### config.mk
export PLATFORM = sky130hd
export DESIGN_NAME = morningjava_sqrt_arb
export DESIGN_NICKNAME = d
export VERILOG_FILES = /design/src/rtl/morningjava_sqrt_arb_pkg.sv /design/src/rtl/morningjava_sqrt.sv /design/src/rtl/morningjava_sqrt_arb.sv
export SDC_FILE = /design/constraint.sdc
export NUM_CORES = 1
export LEC_CHECK = 0
export ABC_AREA = 0
export CAP_MARGIN = 25
export CORE_MARGIN = 3
export CORE_UTILIZATION = 50
export CTS_CLUSTER_DIAMETER = 60
export DETAILED_ROUTE_END_ITERATION = 10
export GPL_TIMING_DRIVEN = 0
export PLACE_DENSITY = 0.77
export SLEW_MARGIN = 20
export SYNTH_ARGS = -nofsm -noshare
export SYNTH_HDL_FRONTEND = slang
export SYNTH_HIERARCHICAL = 1
export SYNTH_SLANG_ARGS = --single-unit
export TNS_END_PERCENT = 10
### constraint.sdc
create_clock -name clk -period 4.7 [get_ports clk]
set_clock_uncertainty 0.05 [all_clocks]
set_input_delay 0.47 -clock clk [delete_from_list [all_inputs] [get_ports clk]]
set_output_delay 0.47 -clock clk [all_outputs]
set_load 0.02 [all_outputs]
### src/rtl/morningjava_sqrt_arb_pkg.sv
// rtl/morningjava_sqrt_arb_pkg.sv - shared defaults and sizing helpers for the sqrt arbiter
package morningjava_sqrt_arb_pkg;

  localparam int C_WIDTH_DEF = 8;
  localparam int C_REQ_DEF   = 4;

  // Edges from the accepting edge to the result strobe
  function automatic int sqrt_latency(input int width);
    return width / 2 + 1;
  endfunction

  // Width of a requester index
  function automatic int id_width(input int nreq);
    return $clog2(nreq);
  endfunction

endpackage

### src/rtl/morningjava_sqrt.sv
// rtl/morningjava_sqrt.sv - pipelined integer square root, one root bit per registered stage
module morningjava_sqrt
  import morningjava_sqrt_arb_pkg::*;
#(
  parameter int G_WIDTH = C_WIDTH_DEF
) (
  input  logic                   clk,
  input  logic                   rst,
  input  logic [G_WIDTH-1:0]     din,
  output logic [G_WIDTH/2-1:0]   root
);

  localparam int N  = G_WIDTH / 2;
  localparam int RW = N + 2;

  for (genvar s = 0; s < N; s++) begin : g_stage
    logic [G_WIDTH-1:0] x_in;
    logic [G_WIDTH-1:0] x_q;
    logic [RW-1:0]      rem_in;
    logic [RW-1:0]      rem_sh;
    logic [RW-1:0]      trial;
    logic [RW-1:0]      rem_q;
    logic [N-1:0]       root_in;
    logic [N-1:0]       root_q;
    logic               ge;
    logic               unused_hi;

    if (s == 0) begin : g_head
      assign x_in    = din;
      assign rem_in  = '0;
      assign root_in = '0;
    end else begin : g_link
      assign x_in    = g_stage[s-1].x_q;
      assign rem_in  = g_stage[s-1].rem_q;
      assign root_in = g_stage[s-1].root_q;
    end

    // Remainder never exceeds 2*root, so its top two bits and the root MSB are zero here
    assign rem_sh    = {rem_in[RW-3:0], x_in[G_WIDTH-1 -: 2]};
    assign trial     = {root_in, 2'b01};
    assign ge        = (rem_sh >= trial);
    assign unused_hi = ^{rem_in[RW-1:RW-2], root_in[N-1]};

    // Restoring step: accept the trial bit when the remainder covers it
    always_ff @(posedge clk or posedge rst) begin
      if (rst) begin
        x_q    <= '0;
        rem_q  <= '0;
        root_q <= '0;
      end else begin
        x_q    <= {x_in[G_WIDTH-3:0], 2'b00};
        rem_q  <= ge ? (rem_sh - trial) : rem_sh;
        root_q <= {root_in[N-2:0], ge};
      end
    end
  end

  assign root = g_stage[N-1].root_q;

  logic unused_tail;
  assign unused_tail = ^{g_stage[N-1].x_q, g_stage[N-1].rem_q};

endmodule

### src/rtl/morningjava_sqrt_arb.sv
// rtl/morningjava_sqrt_arb.sv - round-robin arbiter feeding a pipelined sqrt; MORNINGJAVA_SQRT_ARB_CNT_EN adds issue_cnt
module morningjava_sqrt_arb
  import morningjava_sqrt_arb_pkg::*;
#(
  parameter int G_WIDTH = C_WIDTH_DEF,
  parameter int G_REQ   = C_REQ_DEF
) (
  input  logic                         clk,
  input  logic                         rst,
  input  logic                         hold,
  input  logic [G_REQ-1:0]             req_valid,
  input  logic [G_REQ*G_WIDTH-1:0]     req_data,
  output logic [G_REQ-1:0]             req_ready,
  output logic                         res_valid,
  output logic [id_width(G_REQ)-1:0]   res_id,
  output logic [G_WIDTH/2-1:0]         res_data,
  output logic                         busy
`ifdef MORNINGJAVA_SQRT_ARB_CNT_EN
  ,
  output logic [15:0]                  issue_cnt
`endif
);

  localparam int IDW   = id_width(G_REQ);
  localparam int DEPTH = sqrt_latency(G_WIDTH) - 1;

  logic [IDW-1:0]            ptr;
  logic [IDW-1:0]            grant_idx;
  logic                      accept;
  logic                      op_valid;
  logic [IDW-1:0]            op_id;
  logic [G_WIDTH-1:0]        op_data;
  logic [DEPTH-1:0]          tag_valid;
  logic [DEPTH-1:0][IDW-1:0] tag_id;
  logic [G_WIDTH/2-1:0]      root;

  // Pick the first valid requester at or after ptr, wrapping; nothing while held or in reset
  always_comb begin
    req_ready = '0;
    accept    = 1'b0;
    grant_idx = '0;
    for (int k = 0; k < G_REQ; k++) begin
      int idx;
      idx = int'(ptr) + k;
      if (idx >= G_REQ) idx = idx - G_REQ;
      if (!hold && !rst && !accept && req_valid[idx]) begin
        accept    = 1'b1;
        grant_idx = idx[IDW-1:0];
      end
    end
    if (accept) req_ready[grant_idx] = 1'b1;
  end

  // Capture the granted operand with its tag and advance the round-robin pointer
  always_ff @(posedge clk or posedge rst) begin
    if (rst) begin
      ptr      <= '0;
      op_valid <= 1'b0;
      op_id    <= '0;
      op_data  <= '0;
    end else begin
      op_valid <= accept;
      if (accept) begin
        op_id   <= grant_idx;
        op_data <= req_data[grant_idx*G_WIDTH +: G_WIDTH];
        ptr     <= (grant_idx == IDW'(G_REQ - 1)) ? '0 : grant_idx + 1'b1;
      end
    end
  end

  morningjava_sqrt #(
    .G_WIDTH (G_WIDTH)
  ) u_sqrt (
    .clk  (clk),
    .rst  (rst),
    .din  (op_data),
    .root (root)
  );

  // Valid/id tags ride alongside the sqrt stages
  always_ff @(posedge clk or posedge rst) begin
    if (rst) begin
      tag_valid <= '0;
      tag_id    <= '0;
    end else begin
      tag_valid <= {tag_valid[DEPTH-2:0], op_valid};
      tag_id    <= {tag_id[DEPTH-2:0], op_id};
    end
  end

  // Registered result, zeroed whenever there is no strobe
  always_ff @(posedge clk or posedge rst) begin
    if (rst) begin
      res_valid <= 1'b0;
      res_id    <= '0;
      res_data  <= '0;
    end else begin
      res_valid <= tag_valid[DEPTH-1];
      res_id    <= tag_valid[DEPTH-1] ? tag_id[DEPTH-1] : '0;
      res_data  <= tag_valid[DEPTH-1] ? root : '0;
    end
  end

  assign busy = op_valid | (|tag_valid);

`ifdef MORNINGJAVA_SQRT_ARB_CNT_EN
  // Count handshakes, wrapping naturally at 16 bits
  always_ff @(posedge clk or posedge rst) begin
    if (rst) issue_cnt <= '0;
    else if (accept) issue_cnt <= issue_cnt + 16'd1;
  end
`endif

endmodule
==> flow_summary_export.csv <==
group,metric,value,unit
worst_setup_path,rrSetupSlack,2.40,ns
yosys,synth_edf_count,0,
placement,dp_hpwl,3380,um
route,wl_per_cell,12.4,um
route,avgViaCountPerCell,4.97,
worst_setup_path,reg2reg_from,"ptr[0]$_DFFE_PP0P_",
floorplanning,num_io_pins,51,
power,combPwrFrac,24.0,%
yosys,synth_top_area_share,60.1,%
global_routing,grt-ovfl-total,0,
yosys,synth_cells,215,
floorplanning,die_area,6330,um^2
yosys,synth-async-reset-ratio,100,%
clocking,clk_latency,0.33,ns
sta,slew_violations,0,
sta,setup_violations,0,
yosys,synth_top_area_cell,"dfrtp_1",
power,power.clock.fraction,26.8,%
clocking,cts_resized,0,
hold_path,worstHoldEndpoint,"u_sqrt/g_stage[1].x_q[5]$_DFF_PP0_",
global_routing,grt_pass1_vias,1855,
sta,fmax,0.261,GHz
yosys,syn-num-nets,265,
yosys,synth_ff_type,"dfrtp_1",
placement,numPortBuffers,50,
route,ant_nets,0,
yosys,synthAdderAreaFrac,5.09,%
route,vias,1744,
clocking,clockRootBuffer,"clkbuf_8",
worst_setup_path,r2r_end,"ptr[1]$_DFFE_PP0P_",
worst_setup_path,ff2ff_path_depth,7,
power,p_int,1100,uW
sta,setup-tns-final,0,ns
worst_setup_path,end_kind,"output port",
yosys,yosysUniqueCellTypes,36,
power,swShare,28.6,%
power,p_seq_share,49.2,%
clocking,cts_buffer_depth,2,
worst_setup_path,critPathLaunchType,"input pin",
hold_path,hold_depth,0,
yosys,synthXorXnorAreaFrac,1.30,%
worst_setup_path,worstPathRequired,4.18,ns
yosys,syn_area,2710,um^2
placement,dp_slack,0.873,ns
yosys,ys_ff_latch,65,
global_routing,grt_max_degree,34,
yosys,yosys.area_share.simple,9.02,%
floorplanning,rows,26,
global_routing,grt_use_total,16.3,%
route,wirelength,4340,um
placement,gp_congestion,0.811,
route,drtPass1Iterations,4,
worst_setup_path,worstPathArrival,3.32,ns
sta,final-hold-violation-count,0,
clocking,clk_pin_slew_worst_paths,0.07,ns
global_routing,antenna_found_initial,0,
power,leakage,0.00154,uW
hold_path,min_from,"u_sqrt/g_stage[0].x_q[3]$_DFF_PP0_",
sta,rsz0062_at_grt,"no",
floorplanning,core_area,5170,um^2
power,worst_ir_drop_vdd,0.185,mV
clocking,cts_hold_buf,0,
floorplanning,die_h,79.6,um
status,status,"completed",
clocking,post_cts_buffers,0,
clocking,cts_buffers,9,
clocking,htree_num_levels,3,
layout,n_fill_cell,397,
yosys,synth_top_family_by_area,"compound AO/OA/AOI/OAI gates",
floorplanning,die_x,79.6,um
worst_setup_path,critPathMaxFanout,10,
job,cap_violations,0,
clocking,clock_sinks,65,
yosys,synth_seq_area_share,60.1,%
layout,diodes,0,
hold_path,hp-class,"reg -> reg",
worst_setup_path,crit_type,"in -> out",
layout,nNetsFinal,326,
route,drc,0,
yosys,ys_warn_count,6,
route,drt_iter0_drc,44,
sta,finalCriticalPeriod,3.84,ns
sta,maxSlewHeadroom,55.9,%
sta,worstMarginPinSlew,0.657,ns
yosys,synthMuxAreaShare,5.46,%
clocking,tritoncts,"built",
power,switchingPower,439,uW
power,powerDensity,442,nW/um^2
sta,setup_ws,0.862,ns
layout,synthToLayoutAreaGrowth,28.4,%
yosys,ys_top_cells_by_area,"dfrtp_1, a211oi_1, ha_1",
floorplanning,initial_core_util,52.3,%
sta,fin_crit_sh,81.7,%
yosys,synth_compound_area_share,14.2,%
global_routing,grt_pass1_wl,7760,um
layout,layout-drive-gt1-share,11.4,%
yosys,syn_area_per_cell,12.6,um^2
[worst max-delay path: stages]
cell	delay, ns
clkdlybuf4s50_1	0.48
or4b_4	0.55
a2111oi_4	0.59
a21o_4	0.19
buf_4	0.17
ha_1	0.15
and2_1	0.11
clkdlybuf4s50_1	0.60
[placed cells by master, fill, tap and decap left out, drive strengths merged, types with 4 or more instances in the layout]
cell and count:
mux2i 11, clkinvlp 4, xnor2 4, nor2b 4
and2 8, nor2 15, ha 11, clkbuf 13
nor3 7, dfrtp 65, inv 23, o21ai 6
clkdlybuf4s50 50, a211oi 24
[per-layer routing]
layer	routed length (um)	part of all wire [%]	vias to the layer above	track usage, %
met3	343	7.9	3	7.00
met4	24	0.55	0	7.56
met2	2240	52	57	27.9
li1	-	-	860	-
met5	0	0	-	0
met1	1730	40	824	17.2
[power by group through the flow]
stage          clock, uW  combinational (uW)  sequential (uW)
2_1_floorplan          0                 267              757
3_3_place_gp           0                 362              760
3_5_place_dp           0                 374              768
5_1_grt              450                 416              773
4_1_cts              422                 376              757
6_report             411                 369              755
[cell families (layout without fill, tap and decap cells)]
kind of cell | Yosys count | in the layout
other | 1 | 1
adders and majority gates | 11 | 11
and+or+nand+nor | 46 | 46
AOI/OAI and AO/OA | 46 | 46
buffers and inverters | 28 | 94
xor gates and xnor gates | 4 | 4
DFF | 65 | 65
muxes | 14 | 14
[cell usage after synthesis, types with 3 or more instances]
library cell / count
nand2_1: 3
nor2_1: 15
mux2i_1: 11
inv_1: 23
o21ai_0: 5
dfrtp_1: 65
ha_1: 11
a211oi_1: 24
nor3_1: 7
o21a_1: 3
clkbuf_1: 3
xnor2_1: 4
and2_1: 8
nor2b_1: 4
[registers in the layout, indices dropped and copies added (netlist names)]
register and flops:
u_sqrt/g_stage.x_q 12, u_sqrt/g_stage.rem_q 11, op_data 8, tag_id 8
u_sqrt/g_stage.root_q 6, res_data 4, tag_valid 4, u_sqrt/root 4
op_id 2, ptr 2, res_id 2, op_valid 1
res_valid 1
[how the worst max path moves through the flow]
stage | endpoint | from | slack (ns) | cells past startpoint
2_1_floorplan | req_ready[3] | req_valid[0] | 2.01 | 6
3_3_place_gp | req_ready[3] | req_valid[0] | 0.87 | 8
3_5_place_dp | req_ready[3] | req_valid[1] | 0.87 | 8
4_1_cts | req_ready[3] | req_valid[1] | 0.86 | 8
5_1_grt | req_ready[3] | req_valid[1] | 0.73 | 8
6_report | req_ready[3] | req_valid[1] | 0.86 | 8
[through the flow]
stage / util [%] / area [um^2] / hold slack, ns / power [uW] / instances
after floorplan: - / 2710 / 0.281 / 1020 / 215
after global placement: 63.7 / 3290 / 0.282 / 1120 / 335
after detailed placement: 63.7 / 3290 / 0.285 / 1140 / 335
after CTS: 67.2 / 3470 / 0.298 / 1560 / 351
after global routing: 67.2 / 3470 / 0.293 / 1640 / 351
final: 67.2 / 3470 / 0.295 / 1530 / 351
[layout make-up]
class | count | area (um^2) | share of cell area [%]
inverter | 23 | 86.3 | 2.48
sequential | 65 | 1630 | 46.8
multi-input combinational | 122 | 953 | 27.4
buffer | 5 | 38.8 | 1.12
clock inverter | 6 | 43.8 | 1.26
tap | 70 | 87.6 | 2.52
clock buffer | 10 | 138 | 3.96
timing repair buffer | 50 | 500 | 14.4
Power figures use the tool's default switching activity.
==> edit 1 (same settings) <==
Set the package constant `C_REQ_DEF` to 8 (it was 4).
--- a/src/rtl/morningjava_sqrt_arb_pkg.sv
+++ b/src/rtl/morningjava_sqrt_arb_pkg.sv
@@ -3,5 +3,5 @@
 
   localparam int C_WIDTH_DEF = 8;
-  localparam int C_REQ_DEF   = 4;
+  localparam int C_REQ_DEF   = 8;
 
   // Edges from the accepting edge to the result strobe
Interface: changed (resized req_data, req_ready, req_valid and res_id); port bits go from 51 to 92. No check against the original RTL was run, so the function may have changed too.
==> edit 1 against the unedited design <==
  * Worst setup slack lost 790 ps
  * Critical path depth grew 6
  * Design area grew 57%
  * Combinational power grew to 8.3 times the old value
  * Sequential cell count grew 7
  * Synthesized area grew 51%
  * Clock power grew 13%
  * Routed wire length grew 140%
  * Non-clock buffer count grew 57
  * Hold slack gained 3.1 ps
  * Total power grew to 3.0 times the old value
  * Via count grew 96%
  * Maximum frequency shrank 17%
==> edit 1: results (changes against the unedited design) <==
stage	metric	value	unit	change
run_status	status	complete, no violations		
placement	place.detailed.hpwl	7.78	mm	+130%
power	irDropWorstVdd	0.329	mV	+78%
route	viasPerCell	5.64		+14%
yosys	synth.yosys.seq_area_share	0.440		-0.161
grt	grt_max_degree	35		+2.9%
yosys	ys_async_sr_fraction	1.00		unchanged
critical_path	startpoint	ptr[0]$_DFFE_PP0P_		
grt	track_usage	0.240		+0.0770
placement	placed_cell_area	5150	um2	+56%
layout	reg_top3	tag_id x12, u_sqrt/g_stage.x_q x12, u_sqrt/g_stage.rem_q x11		
grt	grt_pass1_vias	3475		+87%
route	routed_wl	10.6	mm	+140%
critical_path	cp.arrival	4110	ps	+790 ps
yosys	yosysUniqueCellTypes	65		+81%
placement	io_buffers	91		+82%
yosys	avgSynthCellArea	10.4	um2	-18%
timing	tightest_slew	663	ps	+6.48 ps
grt	grt_antenna_before_repair	0		unchanged
critical_path	max_stage_delay	520	ps	-80 ps
clocking	htreeDepth	3		unchanged
critical_path	cp-endpoint	req_ready[4]		
yosys	ys.warnings.count	6		unchanged
power	p_leak	2.35	nW	+53%
yosys	syn-num-nets	483		+82%
critical_path	crit_fanout	10		unchanged
critical_path	rr_endpoint	op_data[3]$_DFFE_PP0P_		
layout	layout-drive-gt1-share	0.161		+0.0472
yosys	synth.top_cells.by_count	dfrtp_1 (72), nand2_1 (45), mux2i_1 (30), nor2_1 (26), inv_1 (17)		
critical_path	worstRegToRegCells	18		+11
route	initialDrtViolationCount	174		+300%
critical_path	rrSetupSlack	260	ps	-2140 ps
layout	nets	587		+80%
critical_path	slowest_stage	mux4_2		
placement	gp_congestion	0.943		+16%
grt	grt_pass1_wl	16.9	mm	+120%
hold_path	hold_class	flip-flop to flip-flop		
yosys	synthTopCellsByArea	dfrtp_1 (44%), mux2i_1 (7.3%), mux4_2 (4.4%)		
route	wl_per_cell	17.4	um	+41%
power	p_sw	2.03	mW	+360%
edit 1: worst min path at each step:
| stage | from | end | slack, ps | cells after the start |
|---|---|---|---|---|
| 2_1_floorplan | tag_id[7]$_DFF_PP0_ | tag_id[10]$_DFF_PP0_ | 280 | 0 |
| 3_3_place_gp | u_sqrt/g_stage[1].x_q[4]$_DFF_PP0_ | u_sqrt/g_stage[2].x_q[6]$_DFF_PP0_ | 280 | 0 |
| 3_5_place_dp | tag_id[8]$_DFF_PP0_ | tag_id[11]$_DFF_PP0_ | 280 | 0 |
| 4_1_cts | u_sqrt/g_stage[0].x_q[5]$_DFF_PP0_ | u_sqrt/g_stage[1].x_q[7]$_DFF_PP0_ | 300 | 0 |
| 5_1_grt | u_sqrt/g_stage[0].x_q[5]$_DFF_PP0_ | u_sqrt/g_stage[1].x_q[7]$_DFF_PP0_ | 300 | 0 |
| 6_report | tag_id[2]$_DFF_PP0_ | tag_id[5]$_DFF_PP0_ | 300 | 0 |
edit 1: area by class of cell:
| class | instances | area (um2) |
|---|---|---|
| Clock buffer | 12 | 145 |
| Sequential cell | 72 | 1800 |
| Tap cell | 102 | 128 |
| Multi-Input combinational cell | 285 | 2150 |
| Clock inverter | 3 | 42.5 |
| Buffer | 16 | 158 |
| Inverter | 19 | 75.1 |
| Timing Repair Buffer | 96 | 938 |
| Fill cell | 597 | 2410 |
edit 1: per-layer routing:
layer / global-route usage / vias to the layer above / wire length (um)
met5: 0 / - / 0
met4: 0.0841 / 0 / 183
met3: 0.0426 / 17 / 713
met2: 0.405 / 146 / 5140
met1: 0.311 / 1625 / 4520
li1: - / 1627 / -
edit 1: power by group through the flow:
stage / Clock (mW) / Sequential [mW] / Combinational [mW]
after floorplan: 0 / 1.10 / 2.10
after global placement: 0 / 1.08 / 2.81
after detailed placement: 0 / 1.10 / 2.89
after CTS: 0.479 / 1.09 / 3.03
after global routing: 0.508 / 1.12 / 3.34
final: 0.466 / 1.09 / 3.07
edit 1: cell families after synthesis:
family / Yosys count / share of synthesized area
other: 1 / 0.000916
adder cells (fa/ha/maj): 13 / 0.0397
XOR/XNOR: 8 / 0.0171
multiplexers: 43 / 0.132
buffers and inverters: 38 / 0.0468
AO/OA/AOI/OAI: 80 / 0.156
AND/OR/NAND/NOR: 140 / 0.168
flip-flops: 72 / 0.440
edit 1: what timing repair did:
action	CTS	global route
buffers inserted	3	1
resized for setup	41	17
pin swaps	2	0
endpoints found under the setup margin	18	8
endpoints found under the hold margin	0	0
edit 1: metrics by stage:
stage	util	worst slack [ps]
final	0.693	72.1
after global routing	0.693	-53.1
after CTS	0.692	15.3
after detailed placement	0.657	-972
after global placement	0.654	-982
after floorplan	-	94.9
==> edit 2 (config.mk and constraints unchanged) <==
Made on the original files. `tag_id` no longer has a reset.
--- a/src/rtl/morningjava_sqrt_arb.sv
+++ b/src/rtl/morningjava_sqrt_arb.sv
@@ -82,9 +82,11 @@
     if (rst) begin
       tag_valid <= '0;
-      tag_id    <= '0;
     end else begin
       tag_valid <= {tag_valid[DEPTH-2:0], op_valid};
-      tag_id    <= {tag_id[DEPTH-2:0], op_id};
     end
+  end
+
+  always_ff @(posedge clk) begin
+    tag_id <= {tag_id[DEPTH-2:0], op_id};
   end
 
Function: same outputs for any inputs over 10 cycles, from zero or initial values and one cycle with rst high; that may be too few to reach the edited logic, so the function may still have changed.
==> edit 2 against the unedited design <==
  * Total power up 5.8%
  * Critical endpoint unchanged
  * Largest cell class unchanged
  * Maximum frequency shrank 2.0%
  * Routed wire length rose by 8.4%
  * Core utilization rose by 2.8 points
  * Sequential share of layout area is 0.95 points lower
  * Non-clock buffer count unchanged
  * Hold slack got worse by 17 ps
  * Design area down 0.43%
  * Global-route usage up 1.2 points
  * Synthesized area down 1.5%
  * Worst setup slack got worse by 78 ps
  * Sequential cell count unchanged
  * Critical path type unchanged
==> edit 2: results (changes against the unedited design) <==
stage	metric	value	unit	change
route	routed-via-count	1787		+2.5%
critical_path	cp-endpoint	req_ready[3]		
grt	grt_pass1_vias	1928		+3.9%
clocking	clock_path_buffers	2		unchanged
placement	placed_cell_area	3250	um2	-1.3%
route	wl_per_cell	13.5	um	+9.3%
yosys	synthTopCellsByArea	dfrtp_1 (54%), a211oi_1 (6.8%), dfxtp_1 (6.0%)		
power	p_leak	1.53	nW	-0.37%
yosys	synth.yosys.seq_area_share	0.595		-0.00599
route	wl_met2	2.44	mm	+8.7%
placement	io_buffers	50		unchanged
yosys	synth_xor_area_frac	0.0131		+0.000195
yosys	synth.top_cells.by_count	dfrtp_1 (57), a211oi_1 (24), inv_1 (23), nor2_1 (15)		
power	sw_frac_of_total	0.269		-0.0174
grt	grt_pass1_wl	8.16	mm	+5.2%
timing	max-slew-margin-rel	0.410		-0.148
placement	place.detailed.hpwl	3.63	mm	+7.4%
yosys	synth_compound_area_frac	0.145		+0.00214
yosys	yosysUniqueCellTypes	37		+2.8%
power	pwr-share-seq	0.466		-0.026
route	drt-met1-wl	1.86	mm	+7.3%
placement	gp_congestion	0.793		-2.2%
layout	final_cells	348		-0.85%
yosys	synth_mux_area_frac	0.0554		+0.000820
placement	pre_cts_ws	816	ps	-56.5 ps
yosys	avgSynthCellArea	12.4	um2	-1.5%
yosys	ys_async_sr_fraction	0.877		-0.123
grt	grtUsageMet2	0.312		+0.0335
grt	track_usage	0.175		+0.0116
route	initialDrtViolationCount	66		+50%
timing	clock.fmax	0.255	GHz	-2.0%
route	routed-wl-met3	317	um	-7.6%
hold_path	hold_path.startpoint	tag_id[5]$_DFF_P_		
timing	fin_worst_hold_slack	277	ps	-17.3 ps
yosys	synth-adder-area-share	0.0516		+0.000764
run_status	status	complete, no violations		
layout	fillers	398		+0.25%
grt	use_met3	0.0669		-0.00308
power	irDropWorstVdd	0.168	mV	-9.0%
yosys	synth_edf_count	0		unchanged
grt	grt_use_met1	0.174		+0.00166
yosys	synthFlopType	dfrtp_1		
-- edit 2: cell count changes in the layout (fill, tap and decap cells not counted) --
cell and change:
dfrtp_1 -8, dfxtp_1 +8, clkinvlp_4 -3, bufinv_16 +2, clkinv_2 +2, clkbuf_1 +1
clkbuf_8 -1, clkinv_4 -1, inv_1 +1, inv_2 -1
-- edit 2: final cells by class --
| class | instances | area (um2) | area share |
|---|---|---|---|
| inverter | 23 | 86.3 | 0.0250 |
| timing repair buffer | 50 | 500 | 0.145 |
| clock buffer | 10 | 128 | 0.0369 |
| clock inverter | 6 | 82.6 | 0.0239 |
| tap | 67 | 83.8 | 0.0242 |
| multi-input combinational | 122 | 953 | 0.276 |
| sequential | 65 | 1590 | 0.459 |
| buffer | 5 | 38.8 | 0.0112 |
-- edit 2: critical path, cell delays in order --
cell and delay, ps:
clkdlybuf4s50_1 500, or4b_4 560, a2111oi_4 610, a21o_4 200, buf_4 180, ha_1 150
and2_1 120, clkdlybuf4s50_1 610
